--- src/rtl/alu_ctrl_stage.sv ---
// ID/EX ALU control stage: registered decode with stall/flush, RV32M codes and a busy counter.
// Optional M-extension support is enabled with `define ALU_CTRL_STAGE_RV32M_EN.
module alu_ctrl_stage #(
    parameter int CTRL_W  = 5,
    parameter int MUL_LAT = 2,
    parameter int DIV_LAT = 34
) (
    input  logic              i_clk,
    input  logic              i_rst,
    input  logic              i_valid,
    input  logic [2:0]        i_alu_op,
    input  logic              i_rtype,
    input  logic [2:0]        i_funct_3,
    input  logic              i_funct_7_5,
    input  logic              i_funct_7_0,
    input  logic              i_stall,
    input  logic              i_flush,
    output logic              o_ready,
    output logic              o_busy,
    output logic              o_valid_EX,
    output logic [CTRL_W-1:0] o_alu_ctrl_EX,
    output logic              o_multi_EX,
    output logic              o_illegal_EX
);

    typedef enum logic [2:0] {
        OP_LUI    = 3'd0,
        OP_ARITH  = 3'd1,
        OP_ADDSUB = 3'd2,
        OP_BRANCH = 3'd3,
        OP_ADD    = 3'd4
    } alu_op_e;

    typedef enum logic [4:0] {
        C_AND  = 5'd0,  C_OR   = 5'd1,  C_XOR  = 5'd2,  C_ADD  = 5'd3,
        C_SUB  = 5'd4,  C_SLL  = 5'd5,  C_SRL  = 5'd6,  C_SLT  = 5'd7,
        C_SLTU = 5'd8,  C_SRA  = 5'd9,  C_BEQ  = 5'd10, C_BNE  = 5'd11,
        C_BLT  = 5'd12, C_BLTU = 5'd13, C_BGE  = 5'd14, C_BGEU = 5'd15,
        C_LUI  = 5'd16, C_MUL  = 5'd17
    } ctrl_e;

    if (CTRL_W < 5 || MUL_LAT < 1 || DIV_LAT < 1) begin : g_param_check
        $error("alu_ctrl_stage: CTRL_W must be >= 5 and latencies >= 1");
    end

    logic [4:0]        code5;
    logic              dec_ill;
    logic [CTRL_W-1:0] dec_code;
    logic              hold;

    logic              valid_q;
    logic [CTRL_W-1:0] ctrl_q;
    logic              illegal_q;

`ifdef ALU_CTRL_STAGE_RV32M_EN
    localparam int MAX_LAT = (MUL_LAT > DIV_LAT) ? MUL_LAT : DIV_LAT;
    localparam int CNT_W   = $clog2(MAX_LAT + 1);

    logic             dec_m;
    logic [CNT_W-1:0] dec_lat;
    logic [CNT_W-1:0] cnt_q;
    logic [CNT_W-1:0] cnt_d;
    logic             multi_q;
`endif

    always_comb begin
        code5   = C_ADD;
        dec_ill = 1'b0;
`ifdef ALU_CTRL_STAGE_RV32M_EN
        dec_m   = 1'b0;
        dec_lat = '0;
`endif
        case (i_alu_op)
            OP_LUI:    code5 = C_LUI;
            OP_ADD:    code5 = C_ADD;
            OP_ADDSUB: code5 = (i_funct_3 == 3'b000 && i_rtype && i_funct_7_5) ? C_SUB : C_ADD;
            OP_BRANCH: begin
                case (i_funct_3)
                    3'b000:  code5 = C_BEQ;
                    3'b001:  code5 = C_BNE;
                    3'b100:  code5 = C_BLT;
                    3'b101:  code5 = C_BGE;
                    3'b110:  code5 = C_BLTU;
                    3'b111:  code5 = C_BGEU;
                    default: dec_ill = 1'b1;
                endcase
            end
            OP_ARITH: begin
                if (i_rtype && i_funct_7_0) begin
`ifdef ALU_CTRL_STAGE_RV32M_EN
                    if (i_funct_7_5) begin
                        dec_ill = 1'b1;
                    end else begin
                        code5   = C_MUL + {2'b00, i_funct_3};
                        dec_m   = 1'b1;
                        dec_lat = i_funct_3[2] ? CNT_W'(DIV_LAT) : CNT_W'(MUL_LAT);
                    end
`else
                    dec_ill = 1'b1;
`endif
                end else begin
                    case (i_funct_3)
                        3'b000:  code5 = (i_rtype && i_funct_7_5) ? C_SUB : C_ADD;
                        3'b001:  code5 = C_SLL;
                        3'b010:  code5 = C_SLT;
                        3'b011:  code5 = C_SLTU;
                        3'b100:  code5 = C_XOR;
                        3'b101:  code5 = i_funct_7_5 ? C_SRA : C_SRL;
                        3'b110:  code5 = C_OR;
                        default: code5 = C_AND;
                    endcase
                end
            end
            default: dec_ill = 1'b1;
        endcase
        dec_code = dec_ill ? '1 : CTRL_W'(code5);
    end

`ifdef ALU_CTRL_STAGE_RV32M_EN
    assign o_busy  = (cnt_q != '0);
    assign o_ready = (cnt_q <= CNT_W'(1)) && !i_stall;
    assign hold    = i_stall || (cnt_q > CNT_W'(1));

    // A load can only happen when cnt <= 1, so it always overrides the decrement.
    always_comb begin
        cnt_d = '0;
        if (i_flush) begin
            cnt_d = '0;
        end else if (i_valid && o_ready) begin
            cnt_d = dec_m ? dec_lat : '0;
        end else if (cnt_q != '0) begin
            cnt_d = cnt_q - CNT_W'(1);
        end
    end

    always_ff @(posedge i_clk or posedge i_rst) begin
        if (i_rst) begin
            cnt_q   <= '0;
            multi_q <= 1'b0;
        end else begin
            cnt_q <= cnt_d;
            if (i_flush) begin
                multi_q <= 1'b0;
            end else if (!hold) begin
                multi_q <= i_valid && dec_m;
            end
        end
    end

    assign o_multi_EX = multi_q;
`else
    assign o_busy     = 1'b0;
    assign o_ready    = !i_stall;
    assign hold       = i_stall;
    assign o_multi_EX = 1'b0;
`endif

    always_ff @(posedge i_clk or posedge i_rst) begin
        if (i_rst) begin
            valid_q   <= 1'b0;
            ctrl_q    <= CTRL_W'(C_ADD);
            illegal_q <= 1'b0;
        end else if (i_flush) begin
            valid_q   <= 1'b0;
            ctrl_q    <= CTRL_W'(C_ADD);
            illegal_q <= 1'b0;
        end else if (!hold) begin
            if (i_valid) begin
                valid_q   <= 1'b1;
                ctrl_q    <= dec_code;
                illegal_q <= dec_ill;
            end else begin
                valid_q   <= 1'b0;
                ctrl_q    <= CTRL_W'(C_ADD);
                illegal_q <= 1'b0;
            end
        end
    end

    assign o_valid_EX    = valid_q;
    assign o_alu_ctrl_EX = ctrl_q;
    assign o_illegal_EX  = illegal_q;

endmodule

--- config.mk ---
export PLATFORM = sky130hd
export DESIGN_NAME = alu_ctrl_stage
export DESIGN_NICKNAME = d
export VERILOG_FILES = /design/src/rtl/alu_ctrl_stage.sv
export SDC_FILE = /design/constraint.sdc
export NUM_CORES = 1
export LEC_CHECK = 0
export ABC_AREA = 1
export BUFFER_PORTS_ARGS = -buffer_cell sky130_fd_sc_hd__buf_2
export CORE_MARGIN = 1.5
export CORE_UTILIZATION = 35
export DETAILED_ROUTE_END_ITERATION = 10
export PLACE_DENSITY = 0.69
export SLEW_MARGIN = 40
export SYNTH_ARGS = -nofsm -noshare
export SYNTH_HDL_FRONTEND = slang
export SYNTH_SLANG_ARGS = --single-unit
--- constraint.sdc ---
create_clock -name i_clk -period 0.8 [get_ports i_clk]
set_input_delay 0.08 -clock i_clk [delete_from_list [all_inputs] [get_ports i_clk]]
set_output_delay 0.08 -clock i_clk [all_outputs]
set_load 0.01 [all_outputs]
* Word-level counts from Yosys, hierarchy flattened
Index checks and enable logic that the tools add are counted.
** Storage, ports and cells
- Flip-flop bits (word level) :: 7
- Bits in latches :: 0
- Bits in writable memories :: 0
- Bits in read-only memories :: 0
- Input port bits :: 14
- Output and inout port bits :: 10
- Word-level logic and storage cells :: 44
- Memories kept :: 0
** Operators by class
- $add $sub $neg :: 0
- $mul :: 0
- Div/mod/pow operators :: 0
- Order comparisons :: 0
- Equal/unequal tests :: 12
- Shift operators :: 0
- Multiplexer cells :: 20
- Bitwise logic cells :: 0
- Reductions and logical operators :: 9
** Operator list (number)
- $pmux W4 S7 :: 1
- $pmux W4 S6 :: 1
- $mux W5 :: 4
- $pmux W5 S4 :: 1
- $eq A3 B3 Y1 const B :: 5
- $eq A3 B2 Y1 const B :: 4
- $mux W1 :: 8
- $mux W4 :: 2
- $eq A3 B1 Y1 const B :: 2
- $logic_not A3 Y1 :: 2
- $mux W3 :: 2
- $reduce_or A6 Y1 :: 1
- $logic_and A1 B1 Y1 :: 4
- $pmux W1 S3 :: 1
- $reduce_or A3 Y1 :: 1
- $ne A2 B1 Y1 const B :: 1
- $logic_not A1 Y1 :: 1

* Longest topological paths before layout
Gate-level depths: netlist (run 1).
- Depth in word-level cells :: 9
- Mapped depth :: 9
- Gate-level depth less buffers :: 9

* Least setup slack after synthesis (run 1)
No wires, ideal clock.
- Path kind :: input to register
- Start point :: input port i_funct_3[2]
- End point :: register ctrl_q[2] (netlist: o_alu_ctrl_EX[2])
- Library setup time :: 0.119 ns
- Arrival time :: 0.656 ns
- Required time :: 0.681 ns
- Setup slack :: 0.025 ns
- Stages :: 8
- Buffers on the path :: 1
- Cells stage by stage :: buf_6 > inv_1 > nand3_1 > nand2_1 > o21ai_1 > nand2_1 > nand2_1 > nand2_1
** Between the ends
- Cells in the longest elaborated chain, start to end :: 9
- Elaborated cells between the ends (all ways) :: 22
- Those cells by class :: eq/ne (7); mux (11); reduce/logical (4)
** RTL lines
- from (decl) :: RTL line 13 : input logic [2:0] i_funct_3,
- branches (longest 5 deep; another with $pmux W4 S7)
- $mux W5 (*) :: RTL line 116 : dec_code = dec_ill ? '1 : CTRL_W'(code5);
- $mux W5 (*) :: RTL line 168 : if (i_valid) begin
- $mux W5 (*) :: RTL line 167 : end else if (!hold) begin
- $mux W5 (*) :: RTL line 163 : end else if (i_flush) begin
- to (signal assigned) :: RTL line 161 : ctrl_q <= CTRL_W'(C_ADD);
- to (signal assigned) :: RTL line 165 : ctrl_q <= CTRL_W'(C_ADD);
- to (signal assigned) :: RTL line 170 : ctrl_q <= dec_code;
- to (decl) :: RTL line 52 : logic [CTRL_W-1:0] ctrl_q;
Every way passes the cells marked *. The select of a mux whose other input is x is not followed.
A chain may end at the register's enable or synchronous reset.

* Worst setup path after layout (run 1)
- Start point :: register ctrl_q[0] (netlist: o_alu_ctrl_EX[0])
- End point :: output port o_alu_ctrl_EX[0]
** RTL lines
- to (decl) :: RTL line 21 : output logic [CTRL_W-1:0] o_alu_ctrl_EX,
No word-level cell between the ends.

==> run summary, run 1 <==
CRITICAL PATH
--------------------------------------------------------------------------------
Critical Setup Path Class                                           flop to output pin
Cell type of the slowest stage on the worst timing path                  dfstp_2
CP Depth                                                                       1
Bufs and invs on worst path                                                    1
Sort of element at the start of the critical path                           flop
Arr. time, crit path                                                     0.88 ns
Critical path capture point type                                      output pin
Largest driver fanout on the critical path                                     2
CP cell instances                                                          buf_6
Delay-heaviest family, CP                                             flip-flops
Depth of the most critical reg-to-reg path                                     3
CP Data Required Time                                                    0.72 ns
Peak per-stage delay on the critical path                                0.53 ns

TIMING
--------------------------------------------------------------------------------
Final critical-path share of the clock period                               119%
Worst path setup slack after routing                                   -0.155 ns
Final critical path time including I/O delays and setup                 0.955 ns
Count of endpoints failing hold in the final timing report                     0
Max Slew Vio Count                                                             0
Number of setup violations in the final report                                 7
F_max                                                                   1050 MHz
Worst Skew                                                                  0 ns
Hold_ws                                                                 0.188 ns
RSZ-0062 raised after global routing                                         yes

ROUTE
--------------------------------------------------------------------------------
Average routed wire per standard cell                               9.70 microns
Iteration-0 DRC Markers                                                       13
Routed vias                                                                  713
Number of nets still failing antenna checks after routing                      0
Initial DRT Pass Iterations                                                    4
Remaining DRCs                                                                 0
Final wirelength                                                    1560 microns
Avg Vias per Cell                                                           4.43

FLOORPLAN
--------------------------------------------------------------------------------
Row count                                                                     15
Die X-Extent                                                        45.4 microns
Area of the core                                                      1710 sq um
Die area                                                              2060 sq um
Height of the die                                                   45.4 microns
Number of ports placed on the die boundary                                    24
Starting density of the core                                               36.8%

LOGIC SYNTHESIS
--------------------------------------------------------------------------------
Count of distinct cell types in the synthesized netlist                       20
Sequential cell area fraction in the yosys report                          28.3%
Gate Count Post-Synth                                                        104
Synthesized area per cell                                             6.04 sq um
FF+latch count, synth                                                          7
Cell types with the largest area share after synthesis              dfrtp_1, nand2_1, inv_1, dfstp_2, nand3_1
Fraction of post-synthesis cell area in the top cell type by area          19.9%
Syn. warnings                                                                  0
Synth area leader                                                        dfrtp_1
Cell area after technology mapping                                     628 sq um

WORST HOLD PATH
--------------------------------------------------------------------------------
Number of cells on the worst hold path                                         4
Min-delay worst type                                                primary input to flop

CELLS AND AREA
--------------------------------------------------------------------------------
Number of filler instances in the final layout                               191
Share of cells above drive strength 1                                      34.6%
Layout net count                                                             151
Reg area                                                               178 sq um
Highest-count cells in the layout ignoring fill and taps            nand2_1, buf_2, inv_1, nand3_1, nor2_1
Design Area, Final                                                     856 sq um
Combined area of the multi-input logic cells                           358 sq um
ANT cells                                                                      0
Most common cell after layout, fill and taps aside                       nand2_1
Final Non-Filler Cells                                                       161
Synth-to-layout area growth                                                36.3%

PLACED DESIGN
--------------------------------------------------------------------------------
Count of port buffers added during placement                                  21
Post-place setup slack                                                 -0.196 ns
Half-perimeter wire length after detailed placement                 1270 microns
Gp weighted congestion                                                     0.843
Placed cell count                                                            155
Post-placement cell area                                               795 sq um

PWR
--------------------------------------------------------------------------------
Switching Fraction                                                         30.4%
Max rail drop VDD                                                       0.705 mV
Pleak                                                                   0.517 nW
Clock group share of total power                                           32.4%
Ratio of total power to cell area                                   1140 nW/um^2
Int Power                                                               0.680 mW
Power share of the sequential group                                        39.2%
Gate power share                                                           28.4%
Psw                                                                     0.297 mW

CLOCK TREE
--------------------------------------------------------------------------------
H-Tree Level Count                                                             1
Clock insertion delay at the later pin of the skew report                0.24 ns
Clock slew at reported path FFs                                          0.05 ns
Count of clock tree sinks                                                      7
CTS tree                                                                   built
Bufs on Longest Clock Path                                                     2
Buffer type at the clock tree root                                      clkbuf_4
Number of buffers created by CTS                                               3

GRT
--------------------------------------------------------------------------------
Layer with the highest usage after global routing                           met2
Via count of the first global-routing pass                                   686
Pin count of the biggest net entering global routing                          10
Antenna violations before repair                                               0
Fraction of met3 tracks used by global routing                             2.40%
Tot GR Track Use                                                           17.0%
Global-route wire length before repair                              2590 microns
GRT met1 Usage                                                             21.5%
GR Util met2                                                               29.4%
Total congestion overflow                                                      0

RUN STATUS
--------------------------------------------------------------------------------
Violations in the final reports                                     setup timing
Status                                                              complete, but fails checks

JOB
--------------------------------------------------------------------------------
Max-cap violation count                                                        0

## metrics by stage
step / power, mW / TNS, ns / util [%]
after floorplan: 0.544 / 0 / -
after global placement: 0.646 / -0.746 / 46.5
after detailed placement: 0.649 / -0.855 / 46.5
after CTS: 0.987 / -0.598 / 49.4
after global routing: 1.06 / -0.770 / 50.1
final: 0.977 / -0.510 / 50.1
## synth_stat cells (all sizes together)
cell,number
dfstp,2
nor2,15
nand3,9
inv,20
buf,3
conb,1
o21ai,5
nand2,34
nand4,2
o211ai,1
a21oi,6
dfrtp,5
nand3b,1
## repair_timing
action,in CTS,in global routing
gates cloned,0,0
gates resized for setup,2,2
hold endpoints to repair,5,0
buffers inserted,0,1
hold buffers,1,0
setup endpoints to repair,7,9
## final timing paths
| path | start | to | slack [ns] |
|---|---|---|---|
| worst max-delay path | o_alu_ctrl_EX[0] | o_alu_ctrl_EX[0] | -0.16 |
| worst min-delay path | i_stall | o_alu_ctrl_EX[4] | 0.19 |
| worst max register to register | o_alu_ctrl_EX[4] | o_alu_ctrl_EX[4] | 0.01 |
| worst min register to register | o_valid_EX | o_valid_EX | 0.48 |
| max in group asynchronous | i_rst | o_alu_ctrl_EX[0] | 0.21 |
| min in group asynchronous | i_rst | o_alu_ctrl_EX[3] | 0.31 |
## final cells by class
type / count / area share (%)
Multi-Input combinational cell: 75 / 41.8
Timing Repair Buffer: 30 / 21.9
Sequential cell: 7 / 20.8
Inverter: 20 / 8.77
Clock buffer: 4 / 3.07
Tap cell: 25 / 3.65
## tightest hold or removal path: stages
cell,delay (ns)
buf_2,0.09
nor2_1,0.04
nand2_1,0.09
o211ai_2,0.09
## kinds of logic after synthesis
group	count (synthesis)	synth area share, %
other cells	1	0.597
flops	7	28.3
simple gates	61	43.6
compound gates	12	11.4
buf+inv	23	16.1
## power groups by stage
stage               Sequential [mW]  Combinational [mW]  Clock (mW)
floorplan                     0.395               0.149           0
global placement              0.386               0.259           0
detailed placement            0.387               0.261           0
CTS                           0.383               0.272       0.333
global route                  0.384               0.314       0.362
finish                        0.383               0.277       0.317
## layer usage
metal  share of wire [%]  vias to the layer above
met4                   0                        0
met3                 2.9                        0
met2                  51                       18
li1                    -                      379
met5                   0                        -
met1                  46                      316
## registers in the layout (all words and copies together), names as in the netlist
name	flops
o_alu_ctrl_EX	5
o_valid_EX	1
o_illegal_EX	1
(Power assumes the default switching activity.)
==> run 2: changes to the inputs <==
- PLACE_DENSITY: 0.69 -> 0.72
==> run 2 against run 1 <==
  * The run still ends with setup timing left
  * Routed wire length decreased by 2.4%
  * Highest routed layer is now met4
  * Clock-buffer cell count unchanged
  * Combinational power increased by 9.4%
  * First-iteration DRC count increased by 120%
  * Largest cell class unchanged
  * Clock power increased by 3%
  * Final area increased by 6.4%
  * Register-to-register slack got worse by 0.03 ns
  * Power increased by 3.3%
  * Critical path depth unchanged
==> run summary, run 2 (same netlist as run 1, synthesis figures left out) <==
CRITICAL PATH
-------------------------------------------------------------------------
CP Data Required Time                                             0.72 ns
Cell type of the slowest stage on the worst timing path           dfstp_2
Sort of element at the start of the critical path                    flop
Crit Reg-Reg Endpoint                                          o_valid_EX
R2r setup slk                                                    -0.02 ns
Critical Setup Path Class                                    flop to output pin
Peak per-stage delay on the critical path                         0.53 ns
Launch point of the critical path                            o_alu_ctrl_EX[1]
Arr. time, crit path                                              0.88 ns
Bufs and invs on worst path                                             1
Largest driver fanout on the critical path                              2
CP cell instances                                                   buf_6
Depth of the most critical reg-to-reg path                              4
Delay-heaviest family, CP                                      flip-flops
Critical path capture point type                               output pin
Startpoint of the most critical register-to-register path      o_valid_EX

ROUTE
-------------------------------------------------------------------------
Remaining DRCs                                                          0
Final wirelength                                             1530 microns
Routed vias                                                           762
Initial DRT Pass Iterations                                             4
Iteration-0 DRC Markers                                                29
Avg Vias per Cell                                                    4.59
Average routed wire per standard cell                        9.19 microns
Number of nets still failing antenna checks after routing               0

CELLS AND AREA
-------------------------------------------------------------------------
Highest-count cells in the layout ignoring fill and taps     nand2_1, buf_2, inv_1, buf_4, nor2_1
ANT cells                                                               0
Synth-to-layout area growth                                         45.0%
Number of flip-flops under the largest register name                    5
Layout net count                                                      156
Design Area, Final                                              911 sq um
Most common cell after layout, fill and taps aside                nand2_1
Share of cells above drive strength 1                               37.6%
Final Non-Filler Cells                                                166

PLACED DESIGN
-------------------------------------------------------------------------
Gp weighted congestion                                              0.861
Half-perimeter wire length after detailed placement          1190 microns
Count of port buffers added during placement                           21
Placed cell count                                                     155
Post-placement cell area                                        807 sq um

PWR
-------------------------------------------------------------------------
Power share of the sequential group                                 37.8%
Clock group share of total power                                    32.2%
Max rail drop VDD                                                0.673 mV
Gate power share                                                    30.0%
Psw                                                              0.308 mW
Switching Fraction                                                  30.5%
Ratio of total power to cell area                            1110 nW/um^2
Pleak                                                            0.549 nW
Int Power                                                        0.701 mW

FLOORPLAN
-------------------------------------------------------------------------
Row count                                                              15
Area of the core                                               1710 sq um
Starting density of the core                                        36.8%
Die area                                                       2060 sq um
Height of the die                                            45.4 microns
Number of ports placed on the die boundary                             24
Die X-Extent                                                 45.4 microns

GRT
-------------------------------------------------------------------------
Total congestion overflow                                               0
Pin count of the biggest net entering global routing                    9
Via count of the first global-routing pass                            613
Tot GR Track Use                                                    15.6%
Global-route wire length before repair                       2260 microns
Antenna violations before repair                                        0

WORST HOLD PATH
-------------------------------------------------------------------------
Min-delay worst type                                         primary input to flop
Worst min-delay path startpoint                                   i_stall
Number of cells on the worst hold path                                  4
Hold path endpoint                                           o_alu_ctrl_EX[4]

CLOCK TREE
-------------------------------------------------------------------------
Clock insertion delay at the later pin of the skew report         0.26 ns
Buffer type at the clock tree root                               clkbuf_4
CTS tree                                                            built
Number of buffers created by CTS                                        3
Bufs on Longest Clock Path                                              2
Count of clock tree sinks                                               7
H-Tree Level Count                                                      1
Clock slew at reported path FFs                                   0.05 ns

TIMING
-------------------------------------------------------------------------
F_max                                                            1040 MHz
Final critical-path share of the clock period                        120%
Count of endpoints failing hold in the final timing report              0
Max Slew Vio Count                                                      0
Final critical path time including I/O delays and setup          0.963 ns
Worst Skew                                                           0 ns
RSZ-0062 raised after global routing                                  yes
Number of setup violations in the final report                          8
Worst path setup slack after routing                            -0.163 ns

RUN STATUS
-------------------------------------------------------------------------
Violations in the final reports                              setup timing
Status                                                       complete, but fails checks

JOB
-------------------------------------------------------------------------
Max-cap violation count                                                 0

run 2: worst register-to-register path, stage by stage, from the launching register on:
cell and delay [ns]:
dfrtp_1 0.37, buf_4 0.13, buf_4 0.12, nand2_2 0.05, nand2_1 0.04
run 2: through the flow:
step	total power, mW	hold WS (ns)	util [%]	setup TNS, ns	setup slack (ns)
after floorplan	0.544	-0.118	-	0	0.0247
after global placement	0.649	0.0129	47.3	-0.660	-0.152
after detailed placement	0.655	0.0195	47.3	-0.758	-0.181
after CTS	0.999	0.169	51.4	-0.546	-0.166
after global routing	1.09	0.172	53.3	-0.914	-0.205
final	1.01	0.159	53.3	-0.576	-0.163
run 2: cell type report:
class / count / area (sq um)
fillers: 171 / 797
multi-input cells: 75 / 363
repair buffers: 35 / 238
flip-flops and latches: 7 / 178
inverters: 20 / 75.1
well taps: 25 / 31.3
clock buffers: 4 / 26.3
run 2: worst max-delay path by stage:
stage / end / slack [ns] / cells past startpoint
6_report: o_alu_ctrl_EX[1] / -0.16 / 1
5_1_grt: o_alu_ctrl_EX[1] / -0.20 / 1
4_1_cts: o_alu_ctrl_EX[1] / -0.17 / 1
3_5_place_dp: o_alu_ctrl_EX[0] / -0.18 / 8
3_3_place_gp: o_alu_ctrl_EX[2] / -0.15 / 8
2_1_floorplan: o_alu_ctrl_EX[2] / 0.02 / 8
run 2: timing repair:
action | in CTS | in global routing
endpoints found under the hold margin | 5 | 0
buffers inserted | 3 | 3
hold buffers | 1 | 0
pin swaps | 0 | 1
gates resized for setup | 2 | 3
setup endpoints to repair | 7 | 8
run 2: power groups by stage:
stage,Clock (mW),Combinational [mW],Sequential (mW)
2_1_floorplan,0,0.149,0.395
3_3_place_gp,0,0.263,0.386
3_5_place_dp,0,0.268,0.387
4_1_cts,0.330,0.288,0.381
5_1_grt,0.371,0.338,0.384
6_report,0.325,0.303,0.382
run 2: per-layer routing:
metal	share of wire, %	wire [microns]	vias to the layer above	global-route usage, %
li1	-	-	392	-
met1	43	660	337	18.7
met2	48	727	29	24.6
met3	7.3	111	4	6.00
met4	1.6	25	0	7.06
met5	0	0	-	0
